==> config.mk <==
export PLATFORM = sky130hd
export DESIGN_NAME = flap_button_mmio
export DESIGN_NICKNAME = d
export VERILOG_FILES = /design/src/rtl/flap_mmio_pkg.sv /design/src/rtl/button_debounce.sv /design/src/rtl/flap_button_mmio.sv
export SDC_FILE = /design/constraint.sdc
export NUM_CORES = 1
export LEC_CHECK = 0
export ABC_AREA = 1
export CAP_MARGIN = 20
export CELL_PAD_IN_SITES_DETAIL_PLACEMENT = 1
export CELL_PAD_IN_SITES_GLOBAL_PLACEMENT = 2
export CORE_ASPECT_RATIO = 0.7
export CORE_MARGIN = 3
export CORE_UTILIZATION = 27
export CTS_BUF_LIST = sky130_fd_sc_hd__clkbuf_8
export DETAILED_ROUTE_END_ITERATION = 16
export GPL_TIMING_DRIVEN = 0
export PLACE_DENSITY = 0.91
export SYNTH_ARGS = -nofsm -noshare
export SYNTH_HDL_FRONTEND = slang
export SYNTH_SLANG_ARGS = --single-unit
==> constraint.sdc <==
create_clock -name clock -period 2.01 [get_ports clock]
set_input_delay 0.402 -clock clock [delete_from_list [all_inputs] [get_ports clock]]
set_output_delay 0.402 -clock clock [all_outputs]
set_load 0.01 [all_outputs]
==> src/rtl/flap_mmio_pkg.sv <==
// Shared definitions for the flap button MMIO peripheral.
// Register offsets, bit positions and the event record.
package flap_mmio_pkg;

  localparam logic [3:0] OFF_STATUS = 4'h0;
  localparam logic [3:0] OFF_EVENT  = 4'h4;
  localparam logic [3:0] OFF_CTRL   = 4'h8;

  localparam int ST_NE      = 0;
  localparam int ST_OVF     = 1;
  localparam int ST_CNT_LSB = 4;
  localparam int ST_LEVEL   = 8;
  localparam int ST_IRQ_EN  = 9;

  localparam int CTRL_IRQ_EN  = 0;
  localparam int CTRL_FLUSH   = 1;
  localparam int CTRL_CLR_OVF = 2;

  typedef struct packed {
    logic        valid;
    logic [15:0] timestamp;
  } event_t;

  function automatic logic [31:0] event_word(
    input event_t e
  );
    return {e.valid, 15'b0, e.timestamp};
  endfunction

endpackage

==> src/rtl/button_debounce.sv <==
// Two-flop synchronizer plus stability counter.
// Emits the debounced level and a one-cycle rise pulse.
module button_debounce #(
  parameter int CYCLES = 16
) (
  input  logic clock,
  input  logic rst_n,
  input  logic din,
  output logic level,
  output logic rise
);

  localparam int CW = $clog2(CYCLES);
  localparam logic [CW-1:0] LAST = CW'(CYCLES - 1);

  logic          s1;
  logic          s2;
  logic [CW-1:0] cnt;
  logic          done;

  assign done = (s2 != level) && (cnt == LAST);
  assign rise = done && s2;

  always_ff @(posedge clock or negedge rst_n) begin
    if (!rst_n) begin
      s1    <= 1'b0;
      s2    <= 1'b0;
      level <= 1'b0;
      cnt   <= '0;
    end else begin
      s1 <= din;
      s2 <= s1;
      if (done) begin
        level <= s2;
        cnt   <= '0;
      end else if (s2 != level) begin
        cnt <= cnt + 1'b1;
      end else begin
        cnt <= '0;
      end
    end
  end

endmodule

==> src/rtl/flap_button_mmio.sv <==
// Flap button MMIO block: debounced presses become
// timestamped FIFO events popped by load or via irq.
module flap_button_mmio
  import flap_mmio_pkg::*;
#(
  parameter int          DEBOUNCE_CYCLES = 16,
  parameter int          FIFO_DEPTH      = 4,
  parameter logic [31:0] BASE_ADDR       = 32'h0000_F000
) (
  input  logic        clock,
  input  logic        rst_n,
  input  logic        btn_raw,
  input  logic        rd_en,
  input  logic [31:0] rd_addr,
  output logic [31:0] rd_data,
  output logic        rd_hit,
  input  logic        wr_en,
  input  logic [31:0] wr_addr,
  input  logic [31:0] wr_data,
  output logic        irq
);

  localparam int AW = $clog2(FIFO_DEPTH);
  localparam logic [AW:0] FULL_CNT = (AW+1)'(FIFO_DEPTH);

  logic          level;
  logic          rise;
  logic [AW:0]   wp;
  logic [AW:0]   rp;
  logic [AW:0]   cnt;
  logic [15:0]   ts;
  logic [15:0]   mem [FIFO_DEPTH];
  logic          ovf;
  logic          irq_en;
  logic          rd_win;
  logic          ctrl_wr;
  logic          empty;
  logic          full;
  logic          pop;
  logic          push;
  logic          ovf_set;
  logic          flush;
  logic          clr_ovf;
  logic [3:0]    rd_off;
  event_t        head;
  logic [31:0]   status;
  logic [31:0]   rd_word;
  logic          unused_wr;

  button_debounce #(
    .CYCLES (DEBOUNCE_CYCLES)
  ) u_deb (
    .clock (clock),
    .rst_n (rst_n),
    .din   (btn_raw),
    .level (level),
    .rise  (rise)
  );

  assign cnt   = wp - rp;
  assign empty = (cnt == '0);
  assign full  = (cnt == FULL_CNT);
  assign irq   = irq_en && !empty;

  assign rd_off  = rd_addr[3:0];
  assign rd_win  = rd_en &&
    (rd_addr[31:4] == BASE_ADDR[31:4]);
  assign ctrl_wr = wr_en &&
    (wr_addr[31:4] == BASE_ADDR[31:4]) &&
    (wr_addr[3:0] == OFF_CTRL);

  assign flush   = ctrl_wr && wr_data[CTRL_FLUSH];
  assign clr_ovf = ctrl_wr && wr_data[CTRL_CLR_OVF];
  assign pop     = rd_win && (rd_off == OFF_EVENT)
    && !empty;

  // A pop frees the slot a same-cycle push needs.
  assign push    = rise && !flush && (!full || pop);
  assign ovf_set = rise && !flush && full && !pop;

  assign head.valid     = 1'b1;
  assign head.timestamp = mem[rp[AW-1:0]];

  assign unused_wr = ^wr_data[31:3];

  always_comb begin
    status                    = '0;
    status[ST_NE]             = !empty;
    status[ST_OVF]            = ovf;
    status[ST_CNT_LSB +: 3]   = 3'(cnt);
    status[ST_LEVEL]          = level;
    status[ST_IRQ_EN]         = irq_en;
  end

  always_comb begin
    rd_word = '0;
    unique case (1'b1)
      rd_off == OFF_STATUS: rd_word = status;
      pop:                  rd_word = event_word(head);
      default:              rd_word = '0;
    endcase
  end

  always_ff @(posedge clock or negedge rst_n) begin
    if (!rst_n) begin
      wp      <= '0;
      rp      <= '0;
      ts      <= '0;
      ovf     <= 1'b0;
      irq_en  <= 1'b0;
      rd_data <= '0;
      rd_hit  <= 1'b0;
      for (int i = 0; i < FIFO_DEPTH; i++) begin
        mem[i] <= '0;
      end
    end else begin
      ts      <= ts + 16'd1;
      rd_hit  <= rd_win;
      rd_data <= rd_win ? rd_word : '0;
      if (ctrl_wr) begin
        irq_en <= wr_data[CTRL_IRQ_EN];
      end
      if (ovf_set) begin
        ovf <= 1'b1;
      end else if (clr_ovf) begin
        ovf <= 1'b0;
      end
      if (flush) begin
        wp <= '0;
        rp <= '0;
      end else begin
        // Stamp with the value ts takes on this edge.
        if (push) begin
          mem[wp[AW-1:0]] <= ts + 16'd1;
          wp <= wp + 1'b1;
        end
        if (pop) begin
          rp <= rp + 1'b1;
        end
      end
    end
  end

endmodule

; ---- After elaboration in Yosys (flattened, before gate mapping)
; Index checks and enable logic that the tools add are counted.
[totals]
ff_bits = 128
input_bits = 101
out_inout_bits = 34
wordCells = 75
[op_classes]
n_addsub = 5
n_lt_le_gt_ge = 3
eq_ne = 7
muxes = 16
n_bitwise = 3
n_reduce_logical = 26
[op_table]
columns = cell, n
row1 = 64-bit bitwise mux, 1
row2 = 32-bit one-hot mux with 2 select lines, 1
row3 = 28-bit by 12-bit equality test with 1-bit output (second input constant), 2
row4 = 16-bit 2-to-1 mux, 3
row5 = 16-bit binary-select mux with 2-bit select, 1
row6 = 16-bit demux with 2-bit select, 1
row7 = 32-bit 2-to-1 mux, 1
row8 = 16-bit by 1-bit adder with 16-bit output (second input constant), 1
row9 = 1-bit logical AND, 15
row10 = 3-bit 2-to-1 mux, 4
row11 = 4-bit equality test (second input constant), 2
row12 = 4-bit 2-to-1 mux, 2
row13 = 3-bit by 1-bit adder with 3-bit output (second input constant), 2
row14 = 3-bit greater-or-equal comparator (second input constant), 2
row15 = 2-bit inverter with 3-bit output, 2
row16 = 2-bit nonzero test, 3
row17 = 4-bit by 1-bit adder with 4-bit output (second input constant), 1
row18 = 4-bit by 3-bit equality test with 1-bit output (second input constant), 1
row19 = 1-bit logical NOT, 4
row20 = 4-bit logical NOT, 1
row21 = 3-bit equality test (second input constant), 1
row22 = 3-bit logical NOT, 1
row23 = 3-bit by 1-bit less-than comparator with 1-bit output (second input constant), 1
row24 = 3-bit subtractor, 1
row25 = 5 further kinds, 6

; ---- Logic depth before layout (Yosys ltp)
; Gate-level depths: netlist (run 1).
[depth]
word_depth = 9
ltp_mapped = 13

; ---- By module
; A second synthesis (run 1) with hierarchy kept.
[unflattened]
hier_cells = 715
hier_area_um2 = 5855.6
[modules_own_cells]
columns = mod, instances, cells_each, area_each_um2, seq_area_each_um2
row1 = flap_button_mmio, 1, 686, 5555.3, 2652.5
row2 = button_debounce, 1, 29, 300.3, 175.2

; ---- Worst setup path after synthesis (run 1)
; Ideal clock, no wire load.
[synth_timing]
path_kind = flip-flop to flip-flop
startpoint = register wp[0]
endpoint = register mem[0] (netlist name)
setup_time_ns = 0.117
arrival_ns = 2.047
t_required_ns = 1.893
slack_ns = -0.154
path_stages_with_launch = 12
n_path_buf = 2
period_less_slack_ns = 2.164
path_cell_list = dfrtp_1 -> inv_1 -> ha_1 -> fa_1 -> nand2_1 -> nand3b_1 -> nand3_2 -> nand2_4 -> buf_4 -> buf_4 -> nand4_1 -> nand2_1
[synth_via]
elab_chain_len = 7
elab_cells_between_ends = 16
cone_classes = add/sub: 1 / order compare: 2 / eq/ne: 1 / mux: 3 / bitwise: 1 / reduce/logical: 8
[synth_lines]
columns = item, line_no
row1 = start: declaration, flap_button_mmio.sv:28  ; logic [AW:0] wp;
row2 = start signal: assignment, flap_button_mmio.sv:135  ; wp <= wp + 1'b1;
row3 = 3-bit subtractor, flap_button_mmio.sv:60  ; assign cnt = wp - rp;
row4 = 3-bit logical NOT, flap_button_mmio.sv:61  ; assign empty = (cnt == '0);
row5 = 1-bit logical NOT, flap_button_mmio.sv:75  ; && !empty;
row6 = 1-bit logical AND, flap_button_mmio.sv:75
row7 = 1-bit logical OR, flap_button_mmio.sv:78  ; assign push = rise && !flush && (!full || pop);
row8 = 1-bit logical AND, flap_button_mmio.sv:78
row9 = 2-bit AND reduction (no line), --
row10 = end signal: indexed assignment, flap_button_mmio.sv:134  ; mem[wp[AW-1:0]] <= ts + 16'd1;
row11 = end: declaration, flap_button_mmio.sv:32  ; logic [15:0] mem [FIFO_DEPTH];
; Several ways; a longest one is shown, not always the timed one.
; A chain may end at the register's enable or synchronous reset.

; ---- Worst setup path in the final report (run 1)
[layout_timing]
startpoint = register rp[0]
endpoint = output irq
[layout_via]
elab_chain_len = 4
[layout_lines]
columns = item, line_no
row1 = start: declaration, flap_button_mmio.sv:29  ; logic [AW:0] rp;
row2 = start signal: assignment, flap_button_mmio.sv:138  ; rp <= rp + 1'b1;
row3 = 3-bit subtractor, flap_button_mmio.sv:60
row4 = 3-bit logical NOT, flap_button_mmio.sv:61
row5 = 1-bit logical NOT, flap_button_mmio.sv:63  ; assign irq = irq_en && !empty;
row6 = 1-bit logical AND, flap_button_mmio.sv:63
row7 = end: declaration, flap_button_mmio.sv:20  ; output logic irq
; No other way between the ends.

==> results.md, run 1 <==
- Initial antenna violation count: 0
- Synth cell count leaders: 200 x nand2_1, 113 x dfrtp_1, 104 x nor2_1, 68 x nand4_1, 41 x inv_1
- Crit-path max cell delay: between 0.5 and 0.6 ns
- Max Root-Sink Buffers: 2
- Largest area contributor in the netlist: dfrtp_1
- M1 wire length: 9511 um
- Vias in the first global route: around 5.5k
- WL/cell: between 15 and 20 um
- Critical Path End Type: output pin
- Switching share of power: between 20% and 30%
- Critical path's slowest cell: fa_1
- CTS buffer count: 17
- Final HPWL DP: 13940 um
- H-tree depth: 4
- Failing checks: setup timing
- Synthesized area per cell: around 8 um^2
- Chip height: between 100 and 150 um
- Critical Path Fanout Max: 2
- Synthesized instance count: approximately 700
- Flop pwr share: a little under half
- Max_cap viols: 0
- RSZ-0062 raised after global routing: true
- Sequential fraction of the synthesis area: 50.00%
- Endpoints failing setup: 88
- Power Dens Cells: between 600 and 700 nW/um^2
- Pin count of the biggest net entering global routing: 67
- Fin Clk Skew: between 0.01 and 0.015 ns
- Die area: 22750 um^2
- Wire length on met3: roughly 1100 um
- Port buffer count: 90
- Via-to-Cell Ratio: 4.839
- CTS clk-pin slew, worst paths: around 0.08 ns
- CTS Sinks: between 100 and 150
- Status: complete, but fails checks
- Fmax achieved: ~390 MHz
- Critical Setup Path Class: reg -> out
- LEAKAGE: between 3 and 4 nW
- EDFF count, synth: 0
- Cell area after synthesis: approximately 5700 um^2
- Startpoint types: flop
- Share of cells above drive strength 1: ~14%
- Count leader, synth: nand2_1
- Initial Util: between 20% and 30%
- Number of remaining DRC errors: 0
- Dpl ws: -0.5395 ns
- Top cell type's share of synthesized area: 50.00%
- TritonRoute pass-1 iters: 5
- Ys async rst share: 100.0%
- Die W: between 150 and 200 um
- Hold Path Class: reg -> reg
- RD Place Congestion: between 0.8 and 0.9
- Netlist cell types: 30
- Crit path cell chain: ha_4 > fa_1 > nand2_1 > nand3b_1 > nand2_1 > inv_1 > buf_6
- Required time of the critical path: 1.61 ns
- #FFs+latches synth: approximately 110
- Main synth FF type: dfrtp_1
- Crit-path most repeated cell: nand2_1
- GRT Resource Usage Total: about 18%
- Worst Tran Pin Value: slightly above 0.7 ns
- # IOs: between 100 and 150
- First-pass GRT wire length: approximately 31000 um
- CTS tree: built
- Worst-Skew Late Latency: ~0.44 ns
- Synth warnings: 0
- Maximum vdd drop: about 0.33 mV
- DR vias: 5478
- CORE AREA: 20180 um^2
- Rel. slew slack: a little over half
- DR top layer: met4
- Nets@finish: about 960
- Final antenna diode count: 0
- Critical path arrival: around 2.2 ns
- # rows: 43
- Root cell of the clock tree: clkbuf_8
- Combinational Power Share: 5.3%
- PnR worst setup slack: -0.5563 ns
- Min Tclk post-route: 2.566 ns
- Tcrit/Tclk final: 127.7%
- Final hold violation count: 0
- Metal2 WL: around 9000 um
- Total Wirelength: 19960 um
- Total net switching power: between 0.001 and 0.0015 W
- Total global routing overflow: 0
- Max-slew violations: 0
- Synth top area cells: dfrtp_1 50%, nand2_1 13%, nand4_1 7.5%
- Total internal power: around 0.0039 W
- Post-route setup TNS: -36.28 ns
- 1st-iter DRT viols: 465
- Post-route antenna net violation count: 0
- Layout area overhead: 38.52%
- Clock power share: 49.1%
## layer usage
metal,vias to the layer above,GRT usage [%]
met4,0,4.625
met1,2764,26.11
li1,2560,-
met3,19,3.714
met2,135,26.84
met5,-,0
## registers in the layout, summed over array words and instances, names as in the netlist
signal and flops:
irq_en 1, mem 64, ovf 1, rd_data 17, rd_hit 1, rp 3, ts 16, u_deb.cnt 4
u_deb.level 1, u_deb.s1 1, u_deb.s2 1, wp 3
## logic make-up after synthesis
group	synth area share [%]
buffers and inverters	8.009
adder cells (fa/ha/maj)	2.124
AND/OR/NAND/NOR	31.75
AO/OA/AOI/OAI	5.841
XOR/XNOR	2.013
other	0.06631
multiplexers	0.1991
flip-flops	50.00
## stage by stage
stage / std cells / total power (W) / cell area (um^2) / utilization [%] / hold WS, ns
global route: 1132 / 0.005191 / 7834 / 38.83 / 0.3580
floorplan: 715 / 0.002395 / 5757 / - / 0.1064
finish: 1132 / 0.005009 / 7834 / 38.83 / 0.3565
detailed placement: 1076 / 0.002597 / 7024 / 34.82 / 0.3395
CTS: 1125 / 0.005044 / 7752 / 38.42 / 0.3580
global placement: 1075 / 0.002584 / 6995 / 34.67 / 0.3349
## worst max-delay path, delay by kind of cell (launching register included)
kind          cells  cell delay, ns
fa+ha+maj         2            0.70
flops             1            0.45
simple gates      3            0.42
buf+inv           2            0.16
## placed cells by master, fill, tap and decap left out, drive strengths merged, types with 8 or more instances in the layout
cell / count
clkdlybuf4s50: 88
nand4: 68
clkbuf: 34
dfrtp: 113
buf: 62
nor2: 106
o21ai: 37
nand2: 202
a21oi: 18
inv: 41
conb: 15
ha: 8
nand3: 17
## final timing paths
path	startpoint	endpoint	slack [ns]	cells after the start
worst min register to register	u_deb.s1$_DFF_PN0_	u_deb.s2$_DFF_PN0_	0.36	0
worst max-delay path	rp[0]$_DFFE_PN0P_	irq	-0.56	7
worst max register to register	rp[0]$_DFFE_PN0P_	mem[51]$_DFFE_PN0P_	-0.53	11
worst min-delay path	u_deb.s1$_DFF_PN0_	u_deb.s2$_DFF_PN0_	0.36	0
max in group asynchronous	rst_n	rp[0]$_DFFE_PN0P_	0.81	3
min in group asynchronous	rst_n	ts[10]$_DFF_PN0_	0.47	2
## area by class of cell
type	count	area, um^2
repair buffers	114	1152
fillers	2405	12340
plain buffers	53	401.6
well taps	270	337.8
clock buffers	19	261.5
multi-input cells	509	2512
flip-flops and latches	113	2829
clock inverters	13	185.2
inverters	41	153.9
## power groups by stage
stage,Sequential [W],Combinational [W],Clock [W]
CTS,0.00228,0.000271,0.00249
detailed placement,0.00233,0.000269,0
finish,0.00228,0.000266,0.00246
floorplan,0.00233,0.0000675,0
global route,0.00228,0.000297,0.00261
global placement,0.00233,0.000255,0
## what timing repair did
action	CTS	global route
cloned	2	2
pin swaps	5	2
setup endpoints to repair	89	92
buffers inserted	14	5
gates resized for setup	32	11
hold buffers	1	0
hold endpoints to repair	47	0
(Power assumes the default switching activity.)
==> inputs of run 2 (changes only) <==
CORE_UTILIZATION = 34   (was 27)
DONT_BUFFER_PORTS = 1   (was not set)
PLACE_DENSITY = 0.9   (was 0.91)
==> results.md, run 2 (synthesis results as in run 1) <==
- Status: complete, but fails checks
- Failing checks: hold timing, setup timing
- RSZ-0062 raised after global routing: true
- Startpoint types: flop
- Maximum vdd drop: 0.2854 mV
- Worst-Skew Late Latency: between 0.4 and 0.5 ns
- Worst r2r path cells: 13
- # rows: 38
- Rel. slew slack: between 50% and 60%
- Final antenna diode count: 0
- Total global routing overflow: 0
- Placed cells: 935
- Final HPWL DP: 13060 um
- Critical Setup Path Class: reg -> out
- FF-to-FF setup slack: -0.51 ns
- CTS clk-pin slew, worst paths: 0.08 ns
- # IOs: 135
- Worst Tran Pin Value: 0.7311 ns
- DR vias: roughly 5.1k
- Post-CTS Hold Fix Bufs: 1
- Layout area overhead: 22.12%
- Tcrit/Tclk final: 127.1%
- Critical Path Sink: irq
- Min Tclk post-route: approximately 2.6 ns
- Max-slew violations: 0
- Initial antenna violation count: 0
- WL/cell: around 20 um
- Die area: 18240 um^2
- 1st-iter DRT viols: 388
- First-pass GRT wire length: between 20000 and 30000 um
- Via-to-Cell Ratio: just over 5
- Biggest regs: mem x64, rd_data x17, ts x16
- PnR worst setup slack: -0.5453 ns
- Fin Clk Skew: approximately 0.014 ns
- Number of remaining DRC errors: 0
- Most frequent cells in the layout: 198 x nand2_1, 112 x dfrtp_1, 101 x nor2_1, 68 x nand4_1, 41 x inv_1
- Pin count of the biggest net entering global routing: around 110
- Post-Layout Cell Count: 995
- Critical path origin: wp[0]$_DFFE_PN0P_
- Final hold violation count: 113
- Port buffer count: 0
- TritonRoute pass-1 iters: 5
- Number of flip-flops in the largest register: 64
- Vias in the first global route: about 5.4k
- Post-route setup TNS: -35.70 ns
- Critical Path Fanout Max: 2
- Worst R2R End: mem[22]$_DFFE_PN0P_
- Final Core Density: 43.49%
- Initial Util: about 36%
- Worst reg2reg path startpoint: wp[0]$_DFFE_PN0P_
- Max_cap viols: 0
- Critical Path End Type: output pin
- Critical path arrival: about 2.2 ns
- Die W: 160.2 um
- Share of cells above drive strength 1: between 10% and 20%
- Hold Path Class: in -> async
- RD Place Congestion: between 0.8 and 0.9
- CTS Sinks: around 110
- Fin Hold WS: -0.3591 ns
- Tot Pwr: ~0.0045 W
- Total Wirelength: roughly 20000 um
- Endpoints failing setup: 88
- Reg with most FFs: mem
- H-tree depth: 4
- GRT Resource Usage Total: 21.00%
- Chip height: 113.9 um
- Root cell of the clock tree: clkbuf_8
- Most common cell after layout, fill and taps aside: nand2_1
- Fmax achieved: 391.3 MHz
- Post-route antenna net violation count: 0
- Required time of the critical path: around 1.6 ns
- CTS buffer count: 17
- CTS tree: built
- CORE AREA: 15880 um^2
- LEAKAGE: 3.463 nW
- Nets@finish: between 800 and 900
- Power Dens Cells: 649.1 nW/um^2
- Max Root-Sink Buffers: 2
## run 2: layout make-up
class / count / area (um^2)
Sequential cell: 113 / 2829
Timing Repair Buffer: 27 / 291.5
Clock buffer: 18 / 247.7
Tap cell: 220 / 275.3
Fill cell: 1929 / 8974
Clock inverter: 14 / 125.1
Buffer: 53 / 417.9
Multi-Input combinational cell: 509 / 2564
Inverter: 41 / 156.4
## run 2: repair_timing
item                                    CTS  global route
hold endpoints to repair                114           113
endpoints found under the setup margin   89            93
gates cloned                              2             2
resized for setup                        41            29
setup buffers                            12            11
pin swaps                                 3             5
## run 2: through the flow
stage | area [um^2] | worst slack, ns
final | 6907 | -0.5453
after detailed placement | 6032 | -0.5656
after CTS | 6691 | -0.4835
after global placement | 6032 | -0.5105
after global routing | 6907 | -0.6241
after floorplan | 5757 | -0.06141
## run 2: worst min-delay path by stage
stage	to	depth (start not counted)	slack, ns
floorplan	irq_en$_DFFE_PN0N_	0	0.11
global placement	rp[2]$_DFFE_PN0P_	0	0.11
global route	rd_data[14]$_DFF_PN0_	0	-0.38
detailed placement	rd_data[31]$_DFF_PN0_	0	0.11
CTS	mem[27]$_DFFE_PN0P_	0	-0.38
finish	mem[63]$_DFFE_PN0P_	0	-0.36
## run 2: where the power goes
group / internal [W] / switching (W) / leakage, nW / total [W]
clock network: 0.00111 / 0.00101 / 0.202 / 0.00212
registers: 0.00228 / 0.00000508 / 1.55 / 0.00228
logic: 0.0000383 / 0.0000409 / 1.72 / 0.0000792
## run 2: layer usage
layer	up-vias	global-route usage, %	wire, um
met3	28	5.045	1176
li1	2381	-	-
met1	2598	29.92	9053
met2	138	32.15	9106
met4	0	5.723	230
met5	-	0	0
## run 2: worst max-delay path, cell delays in order (launching register included)
cell and delay (ns):
dfrtp_1 0.40, inv_2 0.07, ha_4 0.17, fa_2 0.57
nand2_2 0.06, nand3b_1 0.18, buf_4 0.16, nand2_2 0.05
inv_2 0.05
==> inputs of run 3 (changes only) <==
CAP_MARGIN = 30   (was 20)
==> results of run 3 <==
The final DEF is identical to that of run 2; final timing and power are the same.
